### src/rtl/execute_stage.sv
// Execute stage of a five-stage RISC pipeline: operand forwarding, ALU,
// branch/jump resolution and the E->M pipeline register.
module execute_stage #(
    parameter int D_WIDTH = 32,
    parameter int A_WIDTH = 5
) (
    input  logic               clk,
    input  logic               rst,
    input  logic               RegWriteE,
    input  logic               MemWriteE,
    input  logic               JumpE,
    input  logic               BranchE,
    input  logic               ALUSrcE,
    input  logic               JumpSrcE,
    input  logic               ATypeE,
    input  logic [1:0]         ResultSrcE,
    input  logic [2:0]         ALUCtrlE,
    input  logic [D_WIDTH-1:0] RD1E,
    input  logic [D_WIDTH-1:0] RD2E,
    input  logic [D_WIDTH-1:0] ImmExtE,
    input  logic [D_WIDTH-1:0] PCE,
    input  logic [D_WIDTH-1:0] PCplus4E,
    input  logic [A_WIDTH-1:0] RdE,
    input  logic [1:0]         ForwardAE,
    input  logic [1:0]         ForwardBE,
    input  logic [D_WIDTH-1:0] ResultW,
    output logic               PCSrcE,
    output logic [D_WIDTH-1:0] PCTargetE,
    output logic               RegWriteM,
    output logic               MemWriteM,
    output logic [1:0]         ResultSrcM,
    output logic [D_WIDTH-1:0] ALUResultM,
    output logic [D_WIDTH-1:0] WriteDataM,
    output logic [D_WIDTH-1:0] PCplus4M,
    output logic [A_WIDTH-1:0] RdM
);

    localparam logic [2:0] ALU_ADD = 3'b000;
    localparam logic [2:0] ALU_SUB = 3'b001;
    localparam logic [2:0] ALU_AND = 3'b010;
    localparam logic [2:0] ALU_OR  = 3'b011;
    localparam logic [2:0] ALU_XOR = 3'b100;
    localparam logic [2:0] ALU_SLT = 3'b101;
    localparam logic [2:0] ALU_SLL = 3'b110;
    localparam logic [2:0] ALU_SRL = 3'b111;

    // Mask that clears bit 0 of an indirect-jump target.
    localparam logic [D_WIDTH-1:0] LSB_CLEAR = ~{{(D_WIDTH-1){1'b0}}, 1'b1};

    // M-stage pipeline register
    logic               reg_write_m_q,   reg_write_m_d;
    logic               mem_write_m_q,   mem_write_m_d;
    logic [1:0]         result_src_m_q,  result_src_m_d;
    logic [D_WIDTH-1:0] alu_result_m_q,  alu_result_m_d;
    logic [D_WIDTH-1:0] write_data_m_q,  write_data_m_d;
    logic [D_WIDTH-1:0] pc_plus4_m_q,    pc_plus4_m_d;
    logic [A_WIDTH-1:0] rd_m_q,          rd_m_d;

    // Datapath internals
    logic [D_WIDTH-1:0] src_a;
    logic [D_WIDTH-1:0] fwd_b;
    logic [D_WIDTH-1:0] src_b;
    logic [D_WIDTH-1:0] alu_result;
    logic [4:0]         shamt;
    logic               zero;
    logic               branch_taken;
    logic [D_WIDTH-1:0] jalr_sum;

    // Operand A forwarding; the M-stage bypass reads the register's pre-edge value.
    always_comb begin
        src_a = RD1E;
        case (ForwardAE)
            2'b01:   src_a = ResultW;
            2'b10:   src_a = alu_result_m_q;
            default: src_a = RD1E;
        endcase
    end

    // Operand B forwarding, then immediate select; store data stays the forwarded value.
    always_comb begin
        fwd_b = RD2E;
        case (ForwardBE)
            2'b01:   fwd_b = ResultW;
            2'b10:   fwd_b = alu_result_m_q;
            default: fwd_b = RD2E;
        endcase
        src_b = ALUSrcE ? ImmExtE : fwd_b;
    end

    // ALU: results truncate to D_WIDTH, shifts use the low five bits of SrcB.
    always_comb begin
        alu_result = '0;
        shamt      = src_b[4:0];
        case (ALUCtrlE)
            ALU_ADD: alu_result = src_a + src_b;
            ALU_SUB: alu_result = src_a - src_b;
            ALU_AND: alu_result = src_a & src_b;
            ALU_OR:  alu_result = src_a | src_b;
            ALU_XOR: alu_result = src_a ^ src_b;
            ALU_SLT: alu_result = {{(D_WIDTH-1){1'b0}}, ($signed(src_a) < $signed(src_b))};
            ALU_SLL: alu_result = src_a << shamt;
            ALU_SRL: alu_result = src_a >> shamt;
            default: alu_result = '0;
        endcase
    end

    // Branch/jump resolution and redirect target, independent of reset.
    always_comb begin
        zero         = (alu_result == '0);
        branch_taken = BranchE & (zero ^ ATypeE);
        PCSrcE       = JumpE | branch_taken;
        jalr_sum     = src_a + ImmExtE;
        if (JumpSrcE) begin
            PCTargetE = jalr_sum & LSB_CLEAR;
        end else begin
            PCTargetE = PCE + ImmExtE;
        end
    end

    // Next values for the M register: everything in E moves forward each cycle.
    always_comb begin
        reg_write_m_d  = RegWriteE;
        mem_write_m_d  = MemWriteE;
        result_src_m_d = ResultSrcE;
        alu_result_m_d = alu_result;
        write_data_m_d = fwd_b;
        pc_plus4_m_d   = PCplus4E;
        rd_m_d         = RdE;
    end

    // M register: reset wins over capture and discards the instruction in E.
    always_ff @(posedge clk) begin
        if (rst) begin
            reg_write_m_q  <= 1'b0;
            mem_write_m_q  <= 1'b0;
            result_src_m_q <= '0;
            alu_result_m_q <= '0;
            write_data_m_q <= '0;
            pc_plus4_m_q   <= '0;
            rd_m_q         <= '0;
        end else begin
            reg_write_m_q  <= reg_write_m_d;
            mem_write_m_q  <= mem_write_m_d;
            result_src_m_q <= result_src_m_d;
            alu_result_m_q <= alu_result_m_d;
            write_data_m_q <= write_data_m_d;
            pc_plus4_m_q   <= pc_plus4_m_d;
            rd_m_q         <= rd_m_d;
        end
    end

    assign RegWriteM  = reg_write_m_q;
    assign MemWriteM  = mem_write_m_q;
    assign ResultSrcM = result_src_m_q;
    assign ALUResultM = alu_result_m_q;
    assign WriteDataM = write_data_m_q;
    assign PCplus4M   = pc_plus4_m_q;
    assign RdM        = rd_m_q;

endmodule

### config.mk
export PLATFORM = sky130hd
export DESIGN_NAME = execute_stage
export DESIGN_NICKNAME = d
export VERILOG_FILES = /design/src/rtl/execute_stage.sv
export SDC_FILE = /design/constraint.sdc
export NUM_CORES = 1
export LEC_CHECK = 0
export ABC_AREA = 1
export BUFFER_PORTS_ARGS = -buffer_cell sky130_fd_sc_hd__buf_2
export CAP_MARGIN = 20
export CORE_MARGIN = 5
export CORE_UTILIZATION = 52
export DETAILED_ROUTE_END_ITERATION = 6
export PLACE_DENSITY_LB_ADDON = 0.08
export SLEW_MARGIN = 5
export SYNTH_ARGS = -nofsm -noshare
export SYNTH_HDL_FRONTEND = slang
export SYNTH_SLANG_ARGS = --single-unit
### constraint.sdc
create_clock -name clk -period 4.1 [get_ports clk]
set_clock_uncertainty 0.05 [all_clocks]
set_input_delay 0.41 -clock clk [delete_from_list [all_inputs] [get_ports clk]]
set_output_delay 0.41 -clock clk [all_outputs]
set_load 0.03 [all_outputs]
==> impl_metrics.ini, run 1 <==
[logic_synthesis]
yosys-top-cells-count = 704 x nand2_1, 492 x nand3_1, 338 x inv_1, 326 x nor2_1, 241 x a21oi_1
synth_async_sr_flop_share_pct = 0
synth.net_count = 3435
ys_seq_area_share_pct = 12.4
synth_top_area_share_pct = 15.5
yosysTopAreaCell = nand2_1
yosysWarnings = 0
syn_area_mm2 = 0.0170
avgSynthCellArea_um2 = 5.57
yosys.cell_count.top_type = nand2_1
ys_ff_latch = 105
netlist_instances = 3054
synthTopCellsByArea = nand2_1 16%, nand3_1 14%, dfxtp_1 12%, ha_1 12%, inv_1 7.5%
ys.flop_type = dfxtp_1
synth_edf_count = 0
ys_types = 51

[cts]
root_buffer = clkbuf_16
cts_buffer_depth = 2
numCtsBuffers = 9
htreeDepth = 3
cts_sinks = 105

[outcome]
stop_stage = global routing
error_line = [ERROR GRT-0232] Routing congestion too high. Check the congestion heatmap in the GUI.
status = stopped before the end

[die]
die_x_um = 191
initial_utilization_pct = 52.5
dieHeight_um = 191
placementRows = 66
ios = 353

[global_route]
grt_usage_pct = 89.2
grt-ovfl-total = 1055
grt_max_degree = 74

[sta]
crit_endpoint = PCSrcE
worst-ep-kind = top-level output

[placed_design]
port_buffers = 352
place.gp.congestion = 1.17
hpwl_mm = 83.0
-- through the flow --
step           instance area, µm²  worst slack, ns  std cells  hold WS [ns]
3_3_place_gp                23700            -1.67       4369         0.558
4_1_cts                     27000           -0.517       4515         0.175
2_1_floorplan               17000          -0.0983       3054         0.467
3_5_place_dp                23700            -1.65       4369         0.567
-- cells by family after synthesis --
family | synth area share, %
and+or+nand+nor | 41.6
adders and majority gates | 12.4
xor gates and xnor gates | 0.876
DFF | 12.4
buffers and inverters | 11.6
AOI/OAI and AO/OA | 21.2
-- what timing repair did --
item / in CTS
hold buffers: 0
buffers inserted: 132
setup endpoints to repair: 34
pin swaps: 159
resized for setup: 575
cloned: 1
-- metal layers --
metal	overflow	global-route usage, %
met2	706	106
met1	18	84.8
met3	10	74.6
met5	1	47.4
met4	320	95.8
==> run 2: changes to the inputs <==
Settings changed: CORE_UTILIZATION 52 to 40, PLACE_DENSITY_LB_ADDON 0.08 to 0.15.
Clock period 4.1 ns to 5.3 ns, I/O delays scaled along.
==> run 2 against run 1 <==
Compared with the run above:
- the flow now finishes, with violations (design-rule violations)
- synthesized cell count unchanged
- synthesized area is the same
==> impl_metrics.ini, run 2 <==
[outcome]
status = finished with violations
violations = design-rule violations

[hold_path]
whs_endpoint = PCplus4M[15]
hold_class = primary input to register
min_from = PCplus4E[15]
whs_path_depth = 3

[logic_synthesis]
ys.flop_type = dfxtp_1
yosysTopAreaCell = nand2_1
ys_seq_area_share_pct = 12.4
netlist_instances = 3054
synth_async_sr_flop_share_pct = 0
synthTopCellsByArea = nand2_1 16%, nand3_1 14%, dfxtp_1 12%, ha_1 12%, inv_1 7.5%
yosysWarnings = 0
ys_ff_latch = 105
synth_top_area_share_pct = 15.5
yosys-top-cells-count = 704 x nand2_1, 492 x nand3_1, 338 x inv_1, 326 x nor2_1, 241 x a21oi_1
syn_area_mm2 = 0.0170
synth.net_count = 3435
synthSimpleGateAreaFrac_pct = 41.6
synth_top_family_by_area = simple AND/OR/NAND/NOR gates
synth_compound_area_share_pct = 21.2
synth_edf_count = 0
synth-xor-area-share_pct = 0.876
ys_types = 51
avgSynthCellArea_um2 = 5.57
yosys.cell_count.top_type = nand2_1
synth_mux_area_share_pct = 0
synth-adder-area-share_pct = 12.4

[sta]
min_period_ns = 5.27
grt_setup_unrepaired = yes
fmax_mhz = 190
hold_viol_final = 0
fin_crit_sh_pct = 99.4
slew_viol_final = 0
finalSetupViolCount = 0
relSlewSlack_pct = 47.2
tightestPinTransition_ns = 0.784
hold_ws_ns = 0.305

[global_route]
antenna_found_initial = 10
grt_max_degree = 64
grt_usage_pct = 43.3
grt-ovfl-total = 0
grt_pass1_wl_mm = 155
grt_pass1_vias = 24700

[critical_path]
critPathKind = primary input to output pin
slowest_delay_ns = 0.31
r2r_cells = 28
endpoint_kind = output pin
critical-path-slowest-cell = ha_4
crit_required_ns = 4.72
r2r-end = ALUResultM[30]
worst_ep_arrival_time_ns = 4.69
worstPathMaxFanout = 13
rrSetupSlack_ns = 0.47
startpoint_type = primary input
worst_path_most_repeated_cell = buf_4
r2r_start = ALUResultM[27]

[cts]
tritoncts = built
hold_buffers = 0
cts_buffer_depth = 2
clock_latency_ns = 0.37
clk_pin_slew_worst_paths_ns = 0.08
root_buffer = clkbuf_16
numCtsBuffers = 9
htreeDepth = 3
cts_sinks = 105

[power]
p_total_mw = 7.21
peakVddDrop_uv = 176
power_density_mw_per_mm2 = 288
leakage_nw = 13.2

[die]
placementRows = 75
die-area_mm2 = 0.0467
coreArea_mm2 = 0.0420
ios = 353
initial_utilization_pct = 40.4
die_x_um = 216
dieHeight_um = 216

[finish]
syn_to_final_growth_pct = 47.2
nets = 4262
layout-drive-gt1-share_pct = 32.0
fin_cells = 4431
fin_util_pct = 59.5
nFillCells = 4126
layout_common_cells = 665 x nand2_1, 579 x buf_4, 481 x nand3_1, 350 x buf_2, 329 x inv_1
mostFrequentLayoutCell = nand2_1

[drt]
drtPass1Iterations = 7
drc = 18
finalWirelength_mm = 109
wl_per_cell_um = 24.6
drtAntennaViolNets = 0
num_vias = 26600
drtIter0Drc = 4043
vias_per_cell = 6.00

[run]
max_cap_viol_count = 0

[placed_design]
dp.cells = 4348
port_buffers = 352
hpwl_mm = 90.1
place.gp.congestion = 1.19
## run 2: cell counts after synthesis
No cell type changed its count.
## run 2: worst max-delay path: cells and delay by family
family                   cells  cell delay (ns)
AO/OA/AOI/OAI                6             0.77
adder cells (fa/ha/maj)      2             0.53
buffers and inverters       10             1.36
AND/OR/NAND/NOR             13             1.47
## run 2: cells by family after synthesis
| logic type | count (synthesis) |
|---|---|
| AND/OR/NAND/NOR | 1640 |
| AO/OA/AOI/OAI | 637 |
| buffers and inverters | 489 |
| flip-flops | 105 |
| adder cells (fa/ha/maj) | 166 |
| XOR/XNOR | 17 |
## run 2: per-layer routing
metal | wire length (µm) | track usage [%] | part of all wire (%) | vias up
li1 | - | - | - | 11900
met1 | 41700 | 56.0 | 38 | 12100
met2 | 43400 | 62.9 | 40 | 2090
met3 | 15100 | 13.6 | 14 | 446
met4 | 8880 | 26.0 | 8.1 | 4
met5 | 31 | 0 | 0.028 | -
## run 2: stage by stage
stage / TNS, ns / worst slack (ns) / instance area [µm²]
final: 0 / 0.0296 / 25000
after global routing: -0.0970 / -0.0970 / 25000
after CTS: 0 / 0.00153 / 24200
after detailed placement: -0.747 / -0.747 / 23000
after global placement: -0.680 / -0.680 / 23000
after floorplan: 0 / 0.588 / 17000
## run 2: worst max path at each step
stage                      start  endpoint  slack (ns)
global route        ForwardAE[0]    PCSrcE        -0.1
global placement    ForwardBE[0]    PCSrcE       -0.68
finish              ForwardBE[0]    PCSrcE        0.03
detailed placement  ForwardBE[0]    PCSrcE       -0.75
floorplan           ForwardBE[0]    PCSrcE        0.59
CTS                 ForwardBE[0]    PCSrcE       0.002
## run 2: area by class of cell
class,count,area (µm²),share of cell area (%)
inverters,351,1320,5.27
repair buffers,954,6520,26.1
clock buffers,9,225,0.900
well taps,539,674,2.69
multi-input cells,2460,14100,56.2
clock inverters,7,93.8,0.375
flip-flops and latches,105,2100,8.40
diodes,6,15.0,0.0600
## run 2: power by group
| group | leakage [nW] | total (mW) | switching [mW] | internal (mW) |
|---|---|---|---|---|
| Clock | 0.154 | 0.712 | 0.368 | 0.343 |
| Combinational | 12.2 | 5.58 | 3.45 | 2.13 |
| Sequential | 0.872 | 0.921 | 0.0585 | 0.862 |
## run 2: what timing repair did
| action | in CTS | in global routing |
|---|---|---|
| setup endpoints to repair | 1 | 8 |
| buffers inserted | 39 | 20 |
| cloned | 2 | 1 |
| pin swaps | 45 | 62 |
| gates resized for setup | 174 | 198 |
Power figures use the tool's default switching activity.
